$ cat src/rtl/traffic_light_seq_if.sv
// traffic_light_seq_if: demand/preempt inputs and lamp/status outputs of the sequencer
interface traffic_light_seq_if #(
  parameter int N_WAY = 4,
  parameter int IDX_W = $clog2(N_WAY)
);
  logic [N_WAY-1:0] demand;
  logic             skip_en;
  logic             preempt;
  logic [IDX_W-1:0] preempt_way;
  logic [N_WAY-1:0] grn;
  logic [N_WAY-1:0] ylw;
  logic [N_WAY-1:0] rd;
  logic [IDX_W-1:0] phase;
  logic [1:0]       state;
  modport master (
    output demand, skip_en, preempt, preempt_way,
    input  grn, ylw, rd, phase, state
  );
  modport slave (
    input  demand, skip_en, preempt, preempt_way,
    output grn, ylw, rd, phase, state
  );
endinterface

$ cat src/rtl/traffic_light_seq.sv
// traffic_light_seq: self-timed N-approach traffic-light sequencer with demand skipping and preemption
module traffic_light_seq #(
  parameter int N_WAY    = 4,
  parameter int IDX_W    = $clog2(N_WAY),
  parameter int CNT_W    = 8,
  parameter int GREEN_T  = 20,
  parameter int YELLOW_T = 4,
  parameter int ALLRED_T = 2
) (
  input logic              clk,
  input logic              reset,
  traffic_light_seq_if.slave bus
);
  typedef enum logic [1:0] {ALLRED = 2'b00, GREEN = 2'b01, YELLOW = 2'b10} state_e;
  state_e           state_q, state_d;
  logic [IDX_W-1:0] phase_q, phase_d;
  logic [CNT_W-1:0] timer_q, timer_d;
  logic [N_WAY-1:0] grn_q, grn_d, ylw_q, ylw_d, rd_q, rd_d;
  logic [IDX_W-1:0] inc_way, dmd_way, nxt_way, w;
  logic             pv, expired;
  assign pv      = bus.preempt && (int'(bus.preempt_way) < N_WAY);
  assign expired = (timer_q == '0);
  // next approach: valid preemption wins, else first demanding approach after the current one, else round-robin
  always_comb begin
    w       = '0;
    inc_way = (phase_q == IDX_W'(N_WAY - 1)) ? '0 : phase_q + 1'b1;
    dmd_way = inc_way;
    for (int k = N_WAY; k >= 1; k--) begin
      w = IDX_W'((int'(phase_q) + k) % N_WAY);
      dmd_way = bus.demand[w] ? w : dmd_way;
    end
    nxt_way = pv ? bus.preempt_way : (bus.skip_en ? dmd_way : inc_way);
  end
  // phase sequencing, timer reloads and lamp decode of the next state
  always_comb begin
    state_d = state_q;
    phase_d = phase_q;
    timer_d = timer_q - 1'b1;
    unique case (state_q)
      ALLRED: if (expired) begin
        state_d = GREEN;
        phase_d = nxt_way;
        timer_d = CNT_W'(GREEN_T - 1);
      end
      GREEN: if (pv && bus.preempt_way != phase_q) begin
        state_d = YELLOW;
        timer_d = CNT_W'(YELLOW_T - 1);
      end else if (pv) begin
        timer_d = CNT_W'(GREEN_T - 1);
      end else if (expired) begin
        state_d = YELLOW;
        timer_d = CNT_W'(YELLOW_T - 1);
      end
      YELLOW: if (expired) begin
        state_d = ALLRED;
        timer_d = CNT_W'(ALLRED_T - 1);
      end
      default: begin
        state_d = ALLRED;
        timer_d = CNT_W'(ALLRED_T - 1);
      end
    endcase
    grn_d = (state_d == GREEN)  ? N_WAY'(1) << phase_d : '0;
    ylw_d = (state_d == YELLOW) ? N_WAY'(1) << phase_d : '0;
    rd_d  = ~(grn_d | ylw_d);
  end
  // state, timer and registered lamp outputs; reset restarts from all-red before approach 0
  always_ff @(posedge clk or negedge reset) begin
    if (!reset) begin
      state_q <= ALLRED;
      phase_q <= IDX_W'(N_WAY - 1);
      timer_q <= CNT_W'(ALLRED_T - 1);
      grn_q   <= '0;
      ylw_q   <= '0;
      rd_q    <= '1;
    end else begin
      state_q <= state_d;
      phase_q <= phase_d;
      timer_q <= timer_d;
      grn_q   <= grn_d;
      ylw_q   <= ylw_d;
      rd_q    <= rd_d;
    end
  end
  assign bus.grn   = grn_q;
  assign bus.ylw   = ylw_q;
  assign bus.rd    = rd_q;
  assign bus.phase = phase_q;
  assign bus.state = state_q;
endmodule
$ cat src/flat_wrapper.sv
// flat-port wrapper written by rule: the top's interface ports become plain ports
module traffic_light_seq_flat 
#(
  parameter int N_WAY    = 4,
  parameter int IDX_W    = $clog2(N_WAY),
  parameter int CNT_W    = 8,
  parameter int GREEN_T  = 20,
  parameter int YELLOW_T = 4,
  parameter int ALLRED_T = 2
)
  (clk, reset, bus_demand, bus_skip_en, bus_preempt, bus_preempt_way, bus_grn, bus_ylw, bus_rd, bus_phase, bus_state);
  traffic_light_seq_if #(.N_WAY(N_WAY), .IDX_W(IDX_W)) bus_i ();
  input logic clk;
  input logic reset;
  input wire logic [$bits(bus_i.demand)-1:0] bus_demand;
  input wire logic [$bits(bus_i.skip_en)-1:0] bus_skip_en;
  input wire logic [$bits(bus_i.preempt)-1:0] bus_preempt;
  input wire logic [$bits(bus_i.preempt_way)-1:0] bus_preempt_way;
  output wire logic [$bits(bus_i.grn)-1:0] bus_grn;
  output wire logic [$bits(bus_i.ylw)-1:0] bus_ylw;
  output wire logic [$bits(bus_i.rd)-1:0] bus_rd;
  output wire logic [$bits(bus_i.phase)-1:0] bus_phase;
  output wire logic [$bits(bus_i.state)-1:0] bus_state;
  assign bus_i.demand = bus_demand;
  assign bus_i.skip_en = bus_skip_en;
  assign bus_i.preempt = bus_preempt;
  assign bus_i.preempt_way = bus_preempt_way;
  assign bus_grn = bus_i.grn;
  assign bus_ylw = bus_i.ylw;
  assign bus_rd = bus_i.rd;
  assign bus_phase = bus_i.phase;
  assign bus_state = bus_i.state;
  traffic_light_seq #(.N_WAY(N_WAY), .IDX_W(IDX_W), .CNT_W(CNT_W), .GREEN_T(GREEN_T), .YELLOW_T(YELLOW_T), .ALLRED_T(ALLRED_T)) u_core (.clk(clk), .reset(reset), .bus(bus_i));
endmodule
$ cat config.mk
export PLATFORM = sky130hd
export DESIGN_NAME = traffic_light_seq_flat
export DESIGN_NICKNAME = d
export VERILOG_FILES = /design/src/rtl/traffic_light_seq_if.sv /design/src/rtl/traffic_light_seq.sv /design/src/flat_wrapper.sv
export SDC_FILE = /design/constraint.sdc
export NUM_CORES = 1
export LEC_CHECK = 0
export CAP_MARGIN = 30
export CORE_ASPECT_RATIO = 1.2
export CORE_MARGIN = 2
export CORE_UTILIZATION = 48
export DETAILED_ROUTE_END_ITERATION = 10
export PLACE_DENSITY = 0.75
export SYNTH_ARGS = -nofsm -noshare
export SYNTH_HDL_FRONTEND = slang
export SYNTH_SLANG_ARGS = --single-unit
$ cat constraint.sdc
create_clock -name clk -period 2.85 [get_ports clk]
set_input_delay 0.285 -clock clk [delete_from_list [all_inputs] [get_ports clk]]
set_output_delay 0.285 -clock clk [all_outputs]
set_load 0.005 [all_outputs]
---- After elaboration in Yosys (flattened, before gate mapping) ----
Cells that the tools add are included.
word-level totals
  flip-flop bits (word level) ............. 24
cells by class
  shift-type cells ........................ 1
  $add $sub $neg .......................... 6
  reductions and logical operators ........ 3
  muxes and demuxes ....................... 31
  eq/ne operators ......................... 6
  bitwise gates (word level) .............. 2
  $lt $le $gt $ge ......................... 4
operators with widths
  cell                                                        number
  2-to-1 mux 8 bit                                            5
  2-to-1 mux 2 bit                                            14
  case mux 8 bit (3 select lines)                             1
  less-than comparator 2 x 3 -> 1 bit, second input constant  4
  binary-select mux 1 bit (select 2 bit)                      4
  zero test 8 bit                                             1
  2-to-1 mux 4 bit                                            2
  subtractor 8 x 1 -> 8 bit, second input constant            1
  adder 2 x 1 -> 2 bit, second input constant                 3
  == test 2 bit, second input constant                        3
  case mux 2 bit (3 select lines)                             1
  adder 2 bit, second input constant                          2
  == test 2 x 1 -> 1 bit, second input constant               2
  2-to-1 mux 1 bit                                            4
  inverter 4 bit                                              1
  OR 4 bit                                                    1
  << shifter 1 x 2 -> 4 bit, first input constant             1
  zero test 2 bit                                             1
  != test 2 bit                                               1
  logical AND 1 bit                                           1

---- Logic depth before layout (Yosys ltp) ----
  word-level depth ........................ 15
  mapped depth ............................ 9
  depth with buffers taken out ............ 9

---- Least setup slack after synthesis ----
Ideal clock, no wire load.
  path type ............................... reg-to-reg
  start ................................... register u_core.phase_q[0], in the netlist u_core.bus.phase[0]
  end ..................................... register u_core.rd_q[3], in the netlist u_core.bus.rd[3]
  arrival ................................. 2.269 ns
  path slack .............................. 0.499 ns
  path buffers ............................ 0
  stages on the path, launching flop included .. 8
  required time ........................... 2.768 ns
  cells stage by stage .................... dfstp_2 > ha_1 > mux4_2 > and4_1 > or4b_1 > a31o_2 > nor2_1 > nand2_1
on the way
  word-level cells in the longest chain between the ends .. 15
  elaborated cells between the ends (all ways) .. 34
  classes of those cells .................. add/sub (5); eq/ne (4); shift (1); mux (21); bitwise (2); reduce/logical (1)
RTL lines
  element                                     RTL line                                          text
  start, declared                             traffic_light_seq.sv:16                           logic [IDX_W-1:0] phase_q, phase_d;
  start signal, assigned                      traffic_light_seq.sv:71                           phase_q <= IDX_W'(N_WAY - 1);
  start signal, assigned                      traffic_light_seq.sv:78                           phase_q <= phase_d;
  adder 2 x 1 -> 2 bit                        traffic_light_seq.sv:29                           w = IDX_W'((int'(phase_q) + k) % N_WAY);
  binary-select mux 1 bit (select 2 bit)      traffic_light_seq.sv:30                           dmd_way = bus.demand[w] ? w : dmd_way;
  2-to-1 mux 1 bit (implied by the code)      traffic_light_seq.sv:30
  2-to-1 mux 2 bit (4 in a row)               traffic_light_seq.sv:30
  2-to-1 mux 2 bit (2 in a row)               traffic_light_seq.sv:32                           nxt_way = pv ? bus.preempt_way : (bus.skip_en ? dmd_way : inc_way);
  2-to-1 mux 2 bit                            traffic_light_seq.sv:40                           ALLRED: if (expired) begin
  2-to-1 mux 2 bit                            traffic_light_seq.sv:39                           unique case (state_q)
  << shifter 1 x 2 -> 4 bit                   traffic_light_seq.sv:63, traffic_light_seq.sv:64
  2-to-1 mux 4 bit, on equally long branches  traffic_light_seq.sv:63, traffic_light_seq.sv:64
  OR 4 bit *                                  traffic_light_seq.sv:65                           rd_d = ~(grn_d | ylw_d);
  inverter 4 bit *                            traffic_light_seq.sv:65
  named net u_core.rd_d[3]                    traffic_light_seq.sv:18                           logic [N_WAY-1:0] grn_q, grn_d, ylw_q, ylw_d, rd_q, rd_d;
  end signal, assigned                        traffic_light_seq.sv:82                           rd_q <= rd_d;
  end, declared                               traffic_light_seq.sv:18
Mark *: on every way through the listed nets, which the timed path passes. The rest lies on a longest branch. The select of a mux whose other input is x is not followed.

---- Worst setup path after layout ----
  start ................................... register u_core.phase_q[0], in the netlist u_core.bus.phase[0]
  end ..................................... register u_core.rd_q[1], in the netlist u_core.bus.rd[1]
The elaborated chain is that of the path after synthesis.

==> flow_summary.yaml <==
finish:
  multi_input_area_um2: 628
  final_core_util_pct: 65.5
  fin_nets: 178
  final_common_cell: "clkdlybuf4s50_1"
  regArea_um2: 609
  syn_to_final_growth_pct: 29.8
  diodes: 0
  final_cell_mix: "25 x clkdlybuf4s50_1, 21 x nor2_1, 17 x dfrtp_1"
  drive_gt1_share_pct: 17.0
  fill_cells: 222
critical_path:
  end_kind: "flip-flop"
  cp-endpoint: "u_core.bus.rd[1]"
  start_kind: "flip-flop"
  r2r_end: "u_core.bus.rd[1]"
  r2r-start: "u_core.bus.phase[0]"
  arrival_ns: 2.73
  cp_slowest_cell: "dfstp_2"
  worst-r2r-setup-slack_ns: 0.37
  path_cells: "ha_1 -> mux4_2 -> and4_1 -> or4b_1 -> a31o_2 -> nor2_1 -> nand2_1"
  worstPathRequired_ns: 3.10
  cp.depth: 7
  path_buf_inv: 0
  path_delay_family: "simple AND/OR/NAND/NOR gates"
  critical-path-max-stage-delay_ns: 0.60
  reg2reg_depth: 7
  worstSetupPathType: "reg2reg"
  cp-startpoint: "u_core.bus.phase[0]"
  crit_fanout: 5
sta:
  period_needed_ns: 2.48
  hold_viol: 0
  fin_crit_sh_pct: 87.0
  fmax_mhz: 403
  timing.hold.ws_ns: 0.231
  fin_skew_ns: 0.00852
  drv_slew: 0
  setup_viol: 0
  worst_pin_slew_ns: 0.519
  rsz0062_at_grt: "false"
  slew_headroom_pct: 65.1
  fin_tns_setup_ns: 0
synthesis:
  synth_seq_cells: 24
  syn_nets: 145
  seq_area_frac_synth_pct: 47.3
  synthFlopType: "dfrtp_1"
  synth_warnings: 0
  synthCells: 133
  syn_area_per_cell_um2: 9.69
  synth_cell_types: 40
  synth-edff-count: 0
  postSynth.asyncResetShare_pct: 100
  syn_area_um2: 1290
drt:
  wl_mm: 2.92
  drc: 0
  wl_per_cell_um: 14.7
  drt-pass1-iter-count: 4
  ant_nets: 0
  drtIter0Drc: 14
  via_per_inst: 5.70
  via_count: 1128
global_route:
  grt_usage_pct: 21.1
  antenna_found_initial: 0
  grt_start_max_net_pins: 20
  grt_pass1_vias: 1116
  grt.overflow.total: 0
  grt_pass1_wl_mm: 4.86
power:
  p_clk_share_pct: 10.7
  p_total_mw: 1.67
  switchingPower_uw: 662
  p_int_mw: 1.00
  seqPwrFrac_pct: 36.0
  sw_frac_of_total_pct: 39.7
  ir_worst_vdd_v: 0.000649
  p_leak_nw: 0.724
  p_comb_share_pct: 53.3
  p_per_area_nw_per_um2: 996
die:
  die_w_um: 51.3
  core_um2: 2550
  dieArea_um2: 3120
  die_h_um: 60.8
  start_util_pct: 50.5
  std_cell_rows: 20
  ios: 26
min_path:
  hold_class: "in2async"
clocking:
  ctsHoldBuffers: 0
  cts_tree: "built"
  cts_resized: 0
  cts.path.max_buffers: 2
  cts.reportedPaths.clkPinSlew_ns: 0.13
  worstSkewPairLatency_ns: 0.32
  cts_root_buffer: "clkbuf_4"
  cts_buffers: 3
  post_cts_buffers: 0
  cts_sinks: 24
  h-tree-depth: 1
place:
  gp_congestion: 0.781
  hpwl_mm: 2.14
  io_buffers: 25
run_status:
  status: "finished, final reports clean"
job:
  maxCapViolCount: 0
-- worst min-delay path by stage --
stage / from / to / slack [ns] / cells past startpoint
detailed placement: u_core.timer_q[0] / u_core.timer_q[0] / 0.47 / 1
CTS: reset / u_core.timer_q[2] / 0.24 / 1
floorplan: reset / u_core.bus.grn[0] / -0.01 / 0
global route: reset / u_core.timer_q[2] / 0.24 / 1
finish: reset / u_core.timer_q[2] / 0.23 / 1
global placement: u_core.timer_q[0] / u_core.timer_q[0] / 0.47 / 1
-- flip-flops by register name, summed over array words and instances, names as in the netlist --
register          count
u_core.bus.ylw        4
u_core.bus.rd         4
u_core.bus.phase      2
u_core.bus.grn        4
u_core.timer_q        8
u_core.bus.state      2
-- layout make-up --
cell class / instances / share of cell area, %
sequential: 24 / 36.4
clock buffer: 4 / 2.17
tap: 33 / 2.47
multi-input combinational: 97 / 37.5
timing repair buffer: 32 / 19.3
inverter: 8 / 2.09
-- metrics by stage --
| step | setup slack (ns) | instance area, um^2 | cells |
|---|---|---|---|
| 2_1_floorplan | 0.499 | 1290 | 133 |
| 3_3_place_gp | 0.234 | 1610 | 193 |
| 3_5_place_dp | 0.197 | 1640 | 194 |
| 4_1_cts | 0.362 | 1670 | 198 |
| 5_1_grt | 0.223 | 1670 | 198 |
| 6_report | 0.371 | 1670 | 198 |
-- kinds of logic after synthesis --
family	Yosys count	share of synthesized area, %
AND/OR/NAND/NOR	54	21.0
multiplexers	6	5.92
XOR/XNOR	8	5.44
flip-flops	24	47.3
adder cells (fa/ha/maj)	2	1.94
AO/OA/AOI/OAI	27	14.5
buffers and inverters	12	3.98
-- power by group through the flow --
stage          Sequential, mW  Clock [mW]  Combinational, mW
2_1_floorplan           0.592           0              0.567
3_3_place_gp            0.597           0              0.849
3_5_place_dp            0.603           0              0.883
4_1_cts                 0.598       0.179              0.891
5_1_grt                 0.619       0.196              0.989
6_report                0.600       0.178              0.888
-- cell usage after synthesis, types with 2 or more instances --
cell | instances | area (um^2)
a21oi_1 | 5 | 25.0
a31o_2 | 2 | 17.5
a31oi_1 | 2 | 12.5
and3_1 | 2 | 12.5
clkbuf_1 | 3 | 11.3
dfrtp_1 | 17 | 425
dfstp_2 | 7 | 184
ha_1 | 2 | 25.0
inv_1 | 7 | 26.3
mux2_2 | 3 | 33.8
mux2i_1 | 2 | 20.0
nand2_1 | 13 | 48.8
nand2b_1 | 3 | 18.8
nand3_1 | 3 | 15.0
nor2_1 | 21 | 78.8
nor4_1 | 3 | 18.8
o21ai_0 | 6 | 30.0
o31ai_1 | 2 | 15.0
or4b_1 | 2 | 20.0
xnor2_1 | 8 | 70.1
-- layer usage --
metal	track usage (%)	vias to the layer above	wire length, um
met2	35.4	29	1420
met4	10.9	0	48
met3	4.93	4	115
li1	-	541	-
met5	0	-	0
met1	25.6	554	1330
Note: power is estimated with default switching activity, not from simulation.
